`config.mk`:
```
export PLATFORM = sky130hd
export DESIGN_NAME = dma_r_sched_flat
export DESIGN_NICKNAME = d
export VERILOG_FILES = /design/src/rtl/dma_r_sched_if.sv /design/src/rtl/dma_r_sched.sv /design/src/flat_wrapper.sv
export SDC_FILE = /design/constraint.sdc
export NUM_CORES = 1
export LEC_CHECK = 0
export ABC_AREA = 1
export CAP_MARGIN = 15
export CORE_AREA = 2 2 356 358
export DETAILED_ROUTE_END_ITERATION = 10
export DIE_AREA = 0 0 358 360
export PLACE_DENSITY = 0.36
export SLEW_MARGIN = 5
export SYNTH_ARGS = -nofsm -noshare
export SYNTH_HDL_FRONTEND = slang
export SYNTH_SLANG_ARGS = --single-unit
```
`constraint.sdc`:
```
create_clock -name clk -period 2 [get_ports clk]
set_input_delay 0.4 -clock clk [delete_from_list [all_inputs] [get_ports clk]]
set_output_delay 0.4 -clock clk [all_outputs]
set_load 0.02 [all_outputs]
```
`src/rtl/dma_r_sched_if.sv`:
```
// Downstream request/data channel between the read scheduler and the axi_dma_r engine.
// The scheduler is the master: it presents valid/addr/len and receives rdata/ready.
interface dma_r_sched_if #(
  parameter int ADDR_W = 32,
  parameter int DATA_W = 256,
  parameter int LEN_W  = 8
);
  logic              valid;
  logic [ADDR_W-1:0] addr;
  logic [LEN_W-1:0]  len;
  logic [DATA_W-1:0] rdata;
  logic              ready;

  modport master (output valid, addr, len, input rdata, ready);
  modport slave  (input valid, addr, len, output rdata, ready);
endinterface

```
`src/rtl/dma_r_sched.sv`:
```
// Burst-locking round-robin scheduler sharing one AXI DMA read engine between N_REQ requesters.
// Tracks remaining beats per requester per frame and sizes each AXI burst from that count.
module dma_r_sched #(
  parameter  int N_REQ  = 2,
  parameter  int ADDR_W = 32,
  parameter  int DATA_W = 256,
  parameter  int CNT_W  = 16,
  parameter  int LEN_W  = 8,
  localparam int ID_W   = (N_REQ > 1) ? $clog2(N_REQ) : 1
) (
  input  logic                    clk,
  input  logic                    rst,
  input  logic                    clear,
  input  logic                    run,
  input  logic [N_REQ*CNT_W-1:0]  cfg_len,
  input  logic [N_REQ-1:0]        req_valid,
  input  logic [N_REQ*ADDR_W-1:0] req_addr,
  output logic [N_REQ*DATA_W-1:0] req_rdata,
  output logic [N_REQ-1:0]        req_ready,
  dma_r_sched_if.master           s,
  output logic                    busy,
  output logic [ID_W-1:0]         grant_id
);

  typedef enum logic {IDLE, BURST} state_t;

  state_t            state, state_next;
  logic [ID_W-1:0]   ptr;
  logic [ID_W-1:0]   grant_q;
  logic [LEN_W-1:0]  len_q;
  logic [LEN_W-1:0]  beat;
  logic [CNT_W-1:0]  cnt    [N_REQ];
  logic [CNT_W-1:0]  shadow [N_REQ];

  logic              found;
  logic [ID_W-1:0]   pick;
  logic [ID_W-1:0]   cand;
  int                scan_idx;
  logic              last_beat;

  // Counts above the AXI maximum saturate to a full-length burst.
  function automatic logic [LEN_W-1:0] burst_len(input logic [CNT_W-1:0] c);
    return (|c[CNT_W-1:LEN_W]) ? {LEN_W{1'b1}} : c[LEN_W-1:0];
  endfunction

  always_comb begin
    found    = 1'b0;
    pick     = '0;
    cand     = '0;
    scan_idx = 0;
    for (int k = 0; k < N_REQ; k++) begin
      scan_idx = int'(ptr) + k;
      if (scan_idx >= N_REQ) scan_idx = scan_idx - N_REQ;
      cand = ID_W'(scan_idx);
      if (!found && req_valid[cand]) begin
        found = 1'b1;
        pick  = cand;
      end
    end
  end

  assign last_beat = (state == BURST) && s.ready && (beat == len_q);

  always_comb begin
    state_next = state;
    case (state)
      IDLE:    if (found) state_next = BURST;
      BURST:   if (last_beat) state_next = IDLE;
      default: state_next = IDLE;
    endcase
  end

  always_comb begin
    s.valid   = 1'b0;
    s.addr    = '0;
    req_ready = '0;
    if (state == BURST) begin
      s.valid            = req_valid[grant_q];
      s.addr             = req_addr[int'(grant_q)*ADDR_W +: ADDR_W];
      req_ready[grant_q] = s.ready;
    end
  end

  assign s.len     = len_q;
  assign busy      = (state == BURST);
  assign grant_id  = grant_q;
  assign req_rdata = {N_REQ{s.rdata}};

  always_ff @(posedge clk or negedge rst) begin
    if (!rst) begin
      state   <= IDLE;
      ptr     <= '0;
      grant_q <= '0;
      len_q   <= '0;
      beat    <= '0;
    end else if (clear) begin
      state <= IDLE;
      ptr   <= '0;
      beat  <= '0;
    end else begin
      state <= state_next;
      if (state == IDLE) begin
        if (found) begin
          grant_q <= pick;
          len_q   <= burst_len(cnt[pick]);
          beat    <= '0;
        end
      end else if (s.ready) begin
        if (beat == len_q) begin
          beat <= '0;
          ptr  <= (grant_q == ID_W'(N_REQ-1)) ? '0 : grant_q + 1'b1;
        end else begin
          beat <= beat + 1'b1;
        end
      end
    end
  end

  // A beat on a zero count wraps the frame by reloading the shadow; run beats a same-cycle beat.
  always_ff @(posedge clk or negedge rst) begin
    if (!rst) begin
      for (int i = 0; i < N_REQ; i++) begin
        cnt[i]    <= '0;
        shadow[i] <= '0;
      end
    end else if (clear) begin
      for (int i = 0; i < N_REQ; i++) cnt[i] <= '0;
    end else if (run) begin
      for (int i = 0; i < N_REQ; i++) begin
        cnt[i]    <= cfg_len[i*CNT_W +: CNT_W];
        shadow[i] <= cfg_len[i*CNT_W +: CNT_W];
      end
    end else if ((state == BURST) && s.ready) begin
      for (int i = 0; i < N_REQ; i++) begin
        if (grant_q == ID_W'(i)) begin
          cnt[i] <= (cnt[i] == '0) ? shadow[i] : cnt[i] - 1'b1;
        end
      end
    end
  end

endmodule
```
`src/flat_wrapper.sv`:
```
// flat-port wrapper written by rule: the top's interface ports become plain ports
module dma_r_sched_flat 
#(
  parameter  int N_REQ  = 2,
  parameter  int ADDR_W = 32,
  parameter  int DATA_W = 256,
  parameter  int CNT_W  = 16,
  parameter  int LEN_W  = 8,
  localparam int ID_W   = (N_REQ > 1) ? $clog2(N_REQ) : 1
)
  (clk, rst, clear, run, cfg_len, req_valid, req_addr, req_rdata, req_ready, busy, grant_id, s_valid, s_addr, s_len, s_rdata, s_ready);
  dma_r_sched_if #(.ADDR_W(ADDR_W), .DATA_W(DATA_W), .LEN_W(LEN_W)) s_i ();
  input  logic clk;
  input  logic rst;
  input  logic clear;
  input  logic run;
  input  logic [N_REQ*CNT_W-1:0] cfg_len;
  input  logic [N_REQ-1:0] req_valid;
  input  logic [N_REQ*ADDR_W-1:0] req_addr;
  output logic [N_REQ*DATA_W-1:0] req_rdata;
  output logic [N_REQ-1:0] req_ready;
  output logic busy;
  output logic [ID_W-1:0] grant_id;
  output wire logic [$bits(s_i.valid)-1:0] s_valid;
  output wire logic [$bits(s_i.addr)-1:0] s_addr;
  output wire logic [$bits(s_i.len)-1:0] s_len;
  input wire logic [$bits(s_i.rdata)-1:0] s_rdata;
  input wire logic [$bits(s_i.ready)-1:0] s_ready;
  assign s_valid = s_i.valid;
  assign s_addr = s_i.addr;
  assign s_len = s_i.len;
  assign s_i.rdata = s_rdata;
  assign s_i.ready = s_ready;
  dma_r_sched #(.N_REQ(N_REQ), .ADDR_W(ADDR_W), .DATA_W(DATA_W), .CNT_W(CNT_W), .LEN_W(LEN_W)) u_core (.clk(clk), .rst(rst), .clear(clear), .run(run), .cfg_len(cfg_len), .req_valid(req_valid), .req_addr(req_addr), .req_rdata(req_rdata), .req_ready(req_ready), .s(s_i), .busy(busy), .grant_id(grant_id));
endmodule
```
==> metrics.csv, run 1 <==
metric;value;unit
port buffer count;147;
run status;finished with violations;
H-tree levels;3;
Synth area leaders;buf_4, dfrtp_1, nand2_1;
Startpoint Class;flip-flop;
pin count of the biggest net entering global routing;35;
Post-synth top cells;buf_4, nand2_1, nor2_1, inv_1, o21ai_0;
final wirelength;61.2;mm
pre-CTS WS;-0.409;ns
fin nets;1448;
Detail Route Antenna Nets;0;
Slew Viols, Final;0;
fraction of registers with async set/reset;100;%
leakage dissipation;4.40;nW
Arrival @ worst endpoint;1.75;ns
maximum clock frequency;0.466;GHz
most frequent cell after synthesis;buf_4;
Power Density;589;nW/um^2
vias per cell;2.65;
Synth cell types;33;
Congestion Overflow GR;0;
CP endpoint kind;output pin;
Initial Util;7.63;%
crit path cell chain;buf_12 -> buf_8 -> buf_12 -> buf_16 -> o21ai_1 -> nor2_2 -> buf_6 -> buf_6;
CTS Buffer Depth;2;
FF-to-FF setup slack;-0.01;ns
Cells after Synth;1369;
PnR worst setup slack;-0.147;ns
Fin. Hold Viols;0;
CTS Buf Count;9;
slew at the pin closest to its max-slew limit;0.448;ns
Reg2Reg Depth;11;
sequential element share of the synthesized area;21.8;%
top cell type's share of synthesized area;40.7;%
violated checks;setup timing;
final period utilization;107;%
drt initial violations;426;
Die W;358;um
die footprint;129000;um^2
routability cong.;0.830;
Worst-Skew Late Latency;0.37;ns
GRT Overall Usage;8.92;%
vias in the first global route;7243;
maximum VDD drop;0.408;mV
Worst path max stage delay;0.41;ns
Post-synth top flop;dfrtp_1;
initial antenna violation count;2;
layout cells sized above 1;24.6;%
Slew HR;70.0;%
Yosys reg bits;83;
cell internal pwr;4.18;mW
synth warn;0;
Clock Sinks;83;
synthesized area per cell;6.96;um^2
CTS tree;built;
CP Depth;8;
Max FO, Critical Path;6;
worst min path class;primary input to async pin;
Clock Pin Slew Worst Setup and Hold Paths;0.07;ns
final setup TNS;-2.05;ns
Buf/Inv on CP;6;
first-pass GRT wire length;75.8;mm
die height;360;um
core area;125000;um^2
combinational power share;39.7;%
Clock Skew;0.0151;ns
Pre-antenna DRT Iters;4;
Reg-to-Reg End;u_core.cnt[23];
Tmin final;2.15;ns
Avg WL per Cell;22.3;um
max cap viols;0;
Slowest-stage cell, CP;dfrtp_1;
Worst path top cell family by delay;buffers and inverters;
Critical R2R Launch;u_core.busy;
kind of critical path;flip-flop to output pin;
Setup-failing EPs final;27;
RSZ-0062 raised after global routing;true;
Clock power frac;28.6;%
number of flops mapped to enable cells by yosys;0;
DP Wirelength;52.3;mm
DRC Markers;0;
Post-Syn Area;9530;um^2
Root Driver;clkbuf_16;
vias;7265;
leading area contributor after synthesis;buf_4;
cell row count;130;
Worst EP required;1.60;ns
CP endpoint;s_addr[6];
CP startpoint;u_core.busy;
Sw Share;36.8;%
Syn Nets;1733;
Top Ports;916;
Seq pwr share;31.7;%
switching pwr;2.43;mW
Final Util;8.98;%
area grow syn2layout;17.7;%
[timing repair]
action                                  in CTS  in global routing
endpoints found under the hold margin        5                  0
endpoints found under the setup margin      35                 36
cloned                                       4                  2
buffers inserted                            22                 14
hold buffers                                 1                  0
pin swaps                                   36                 33
resized for setup                          201                 85
[worst min path at each step]
stage                     from              to
after floorplan            rst  u_core.beat[0]
final                      rst  u_core.cnt[14]
after global routing       rst  u_core.cnt[14]
after CTS                  rst  u_core.cnt[14]
after detailed placement   rst  u_core.cnt[14]
after global placement     rst  u_core.cnt[14]
[cell usage in the layout, fill, tap and decap left out, drive strengths merged, types with 2 or more instances in the layout]
master         Yosys  final
nand2            213    213
nor2             151    151
buf              534    140
clkdlybuf4s50      0    109
inv              106    107
o21ai             95     95
nand3             86     86
dfrtp             83     83
a21oi             49     49
clkbuf            15     11
xnor2             10     10
nand3b             7      7
a22oi              7      7
ha                 5      5
xor2               4      4
clkinv             0      4
nand4              2      2
bufinv             0      2
[per-stage QoR]
step / total power [mW] / area, um^2 / std cells / hold WS, ns
floorplan: 4.58 / 9530 / 1369 / 0.104
global placement: 4.30 / 9820 / 2698 / 0.256
detailed placement: 4.30 / 9820 / 2698 / 0.255
CTS: 6.59 / 10900 / 2733 / 0.436
global route: 7.02 / 11200 / 2739 / 0.440
finish: 6.61 / 11200 / 2740 / 0.440
[sequential cells by signal (all words and copies together) (netlist names)]
register / cells
u_core.cnt: 32
u_core.busy: 1
u_core.s.len: 8
u_core.grant_id: 1
u_core.ptr: 1
u_core.shadow: 32
u_core.beat: 8
[layout make-up]
cell class | instances | area [um^2]
fill | 14662 | 114000
multi-input combinational | 631 | 3480
timing repair buffer | 253 | 2870
sequential | 83 | 2080
tap | 1650 | 2060
inverter | 106 | 403
clock buffer | 9 | 225
clock inverter | 7 | 100
antenna | 1 | 2.50
[power by group through the flow]
stage | Combinational [mW] | Sequential [mW] | Clock, mW
floorplan | 2.49 | 2.09 | 0
global placement | 2.18 | 2.12 | 0
detailed placement | 2.17 | 2.12 | 0
CTS | 2.53 | 2.09 | 1.97
global route | 2.86 | 2.13 | 2.03
finish | 2.62 | 2.09 | 1.89
[metal layers]
layer  share of wire, %  vias up  global-route usage (%)
met2                 45      762                    14.2
met1                 29     3218                    7.12
li1                   -     3182                       -
met3                 22       97                    9.16
met5               0.32        -                   0.528
met4                4.4        6                    3.81
[logic make-up after synthesis]
family / share of synthesized area [%]
buf+inv: 46.6
xor+xnor: 1.29
simple gates: 21.0
flops: 21.8
compound gates: 8.63
fa+ha+maj: 0.657
Note: power is estimated with default switching activity, not from simulation.
==> run 2, diff against run 1 <==
GPL_TIMING_DRIVEN = 0   (was not set)
==> metrics.csv, run 2 (synthesis results as in run 1) <==
metric;value;unit
PnR worst setup slack;-0.0966;ns
Congestion Overflow GR;0;
pin count of the biggest net entering global routing;48;
Worst EP required;1.60;ns
Tmin final;2.10;ns
port buffer count;658;
Met2 Routed Length;36.7;mm
run status;finished with violations;
CTS Buf Count;9;
Power Density;453;nW/um^2
biggest regs;u_core.cnt x32, u_core.shadow x32;
GRT Overall Usage;10.4;%
Final Util;15.3;%
vias;10233;
Critical R2R Launch;u_core.busy;
worst min path class;primary input to async pin;
first-pass GRT wire length;91.7;mm
CP startpoint;u_core.grant_id;
DRC Markers;0;
Pre-antenna DRT Iters;5;
vias in the first global route;10067;
DR WL met3;5.47;mm
vias per cell;2.76;
die height;360;um
Top Ports;916;
fin nets;2417;
area grow syn2layout;101;%
kind of critical path;flip-flop to output pin;
Slew Viols, Final;0;
Reg2Reg Depth;9;
maximum clock frequency;0.477;GHz
total power;8.66;mW
layout cells sized above 1;33.5;%
Detail Route Antenna Nets;0;
Root Driver;clkbuf_16;
RSZ-0062 raised after global routing;true;
violated checks;setup timing;
M1 WL;28.2;mm
DP Wirelength;64.8;mm
leakage dissipation;8.40;nW
Slew HR;58.5;%
routability cong.;0.913;
drt initial violations;372;
CTS tree;built;
CP endpoint;s_addr[30];
Avg WL per Cell;19.2;um
Max FO, Critical Path;9;
Setup-failing EPs final;22;
final setup TNS;-0.980;ns
initial antenna violation count;10;
Top Layer Used;met5;
cell row count;130;
Startpoint Class;flip-flop;
FF-to-FF setup slack;0.16;ns
Clock Sinks;83;
final period utilization;105;%
core area;125000;um^2
slew at the pin closest to its max-slew limit;0.623;ns
H-tree levels;3;
leading cell types in the layout, fill and taps excluded;clkdlybuf4s50_1, buf_4, nand2_1, inv_1, nor2_1;
final wirelength;71.2;mm
max cap viols;0;
Clock Skew;0.00685;ns
most common cell after layout, fill and taps aside;clkdlybuf4s50_1;
CP endpoint kind;output pin;
Die W;358;um
Reg-to-Reg End;u_core.cnt[27];
Initial Util;7.63;%
die footprint;129000;um^2
maximum VDD drop;0.423;mV
Fin. Hold Viols;0;
Worst-Skew Late Latency;0.37;ns
CTS Buffer Depth;2;
Arrival @ worst endpoint;1.70;ns
Clock Pin Slew Worst Setup and Hold Paths;0.07;ns
run 2: cell count changes in the layout (fill, tap and decap cells not counted), sizes merged:
cell / change
buf: +440
bufinv: -1
clkbuf: +17
clkdlybuf4s15: +1
clkdlybuf4s50: +510
clkinvlp: +1
diode: +3
dlygate4sd2: +2
dlygate4sd3: -1
inv: -1
run 2: area by class of cell:
type                       instances  area [um^2]
clock inverter                     6         65.1
fill                           14344       106000
tap                             1650         2060
inverter                         106          424
multi-input combinational        631         3240
buffer                           549         4240
clock buffer                       9          225
antenna                            4         10.0
sequential                        83         2080
timing repair buffer             673         6770
run 2: worst min path at each step:
stage	from	endpoint	depth (start not counted)
2_1_floorplan	rst	u_core.beat[0]	0
3_3_place_gp	u_core.shadow[18]	u_core.shadow[18]	2
3_5_place_dp	rst	u_core.shadow[9]	1
4_1_cts	rst	u_core.shadow[9]	1
5_1_grt	rst	u_core.shadow[9]	1
6_report	rst	u_core.shadow[9]	1
run 2: critical path, cell delays in order (launching register included):
cell       delay [ns]
dfrtp_2          0.44
buf_12           0.17
clkinv_16        0.08
buf_12           0.13
buf_6            0.10
nor2_4           0.03
nor2_4           0.18
buf_6            0.15
run 2: stage by stage:
step / setup WS (ns) / area, um^2 / hold WS (ns) / std cells
2_1_floorplan: 0.206 / 9530 / 0.104 / 1369
3_3_place_gp: -3.14 / 18200 / 0.515 / 3677
3_5_place_dp: -1.53 / 18200 / 0.435 / 3678
4_1_cts: -0.176 / 18800 / 0.0336 / 3698
5_1_grt: -0.168 / 19100 / 0.0469 / 3711
6_report: -0.0966 / 19100 / 0.00556 / 3711
run 2: power breakdown:
part	leakage, nW	switching (mW)	internal [mW]
combinational	7.22	2.41	2.42
sequential	1.04	0.201	1.88
clock	0.142	0.781	0.963
run 2: timing repair:
item                                    in CTS  in global routing
resized for setup                          315                 55
hold buffers                                 0                  0
cloned                                       0                  2
setup buffers                                5                  7
pin swaps                                   23                 12
endpoints found under the setup margin      89                 35
run 2: per-layer routing:
layer  vias up  global-route usage [%]
met1      4672                    12.0
met3        34                    2.76
met5         -                       0
li1       5119                       -
met4         8                    1.68
met2       400                    19.3
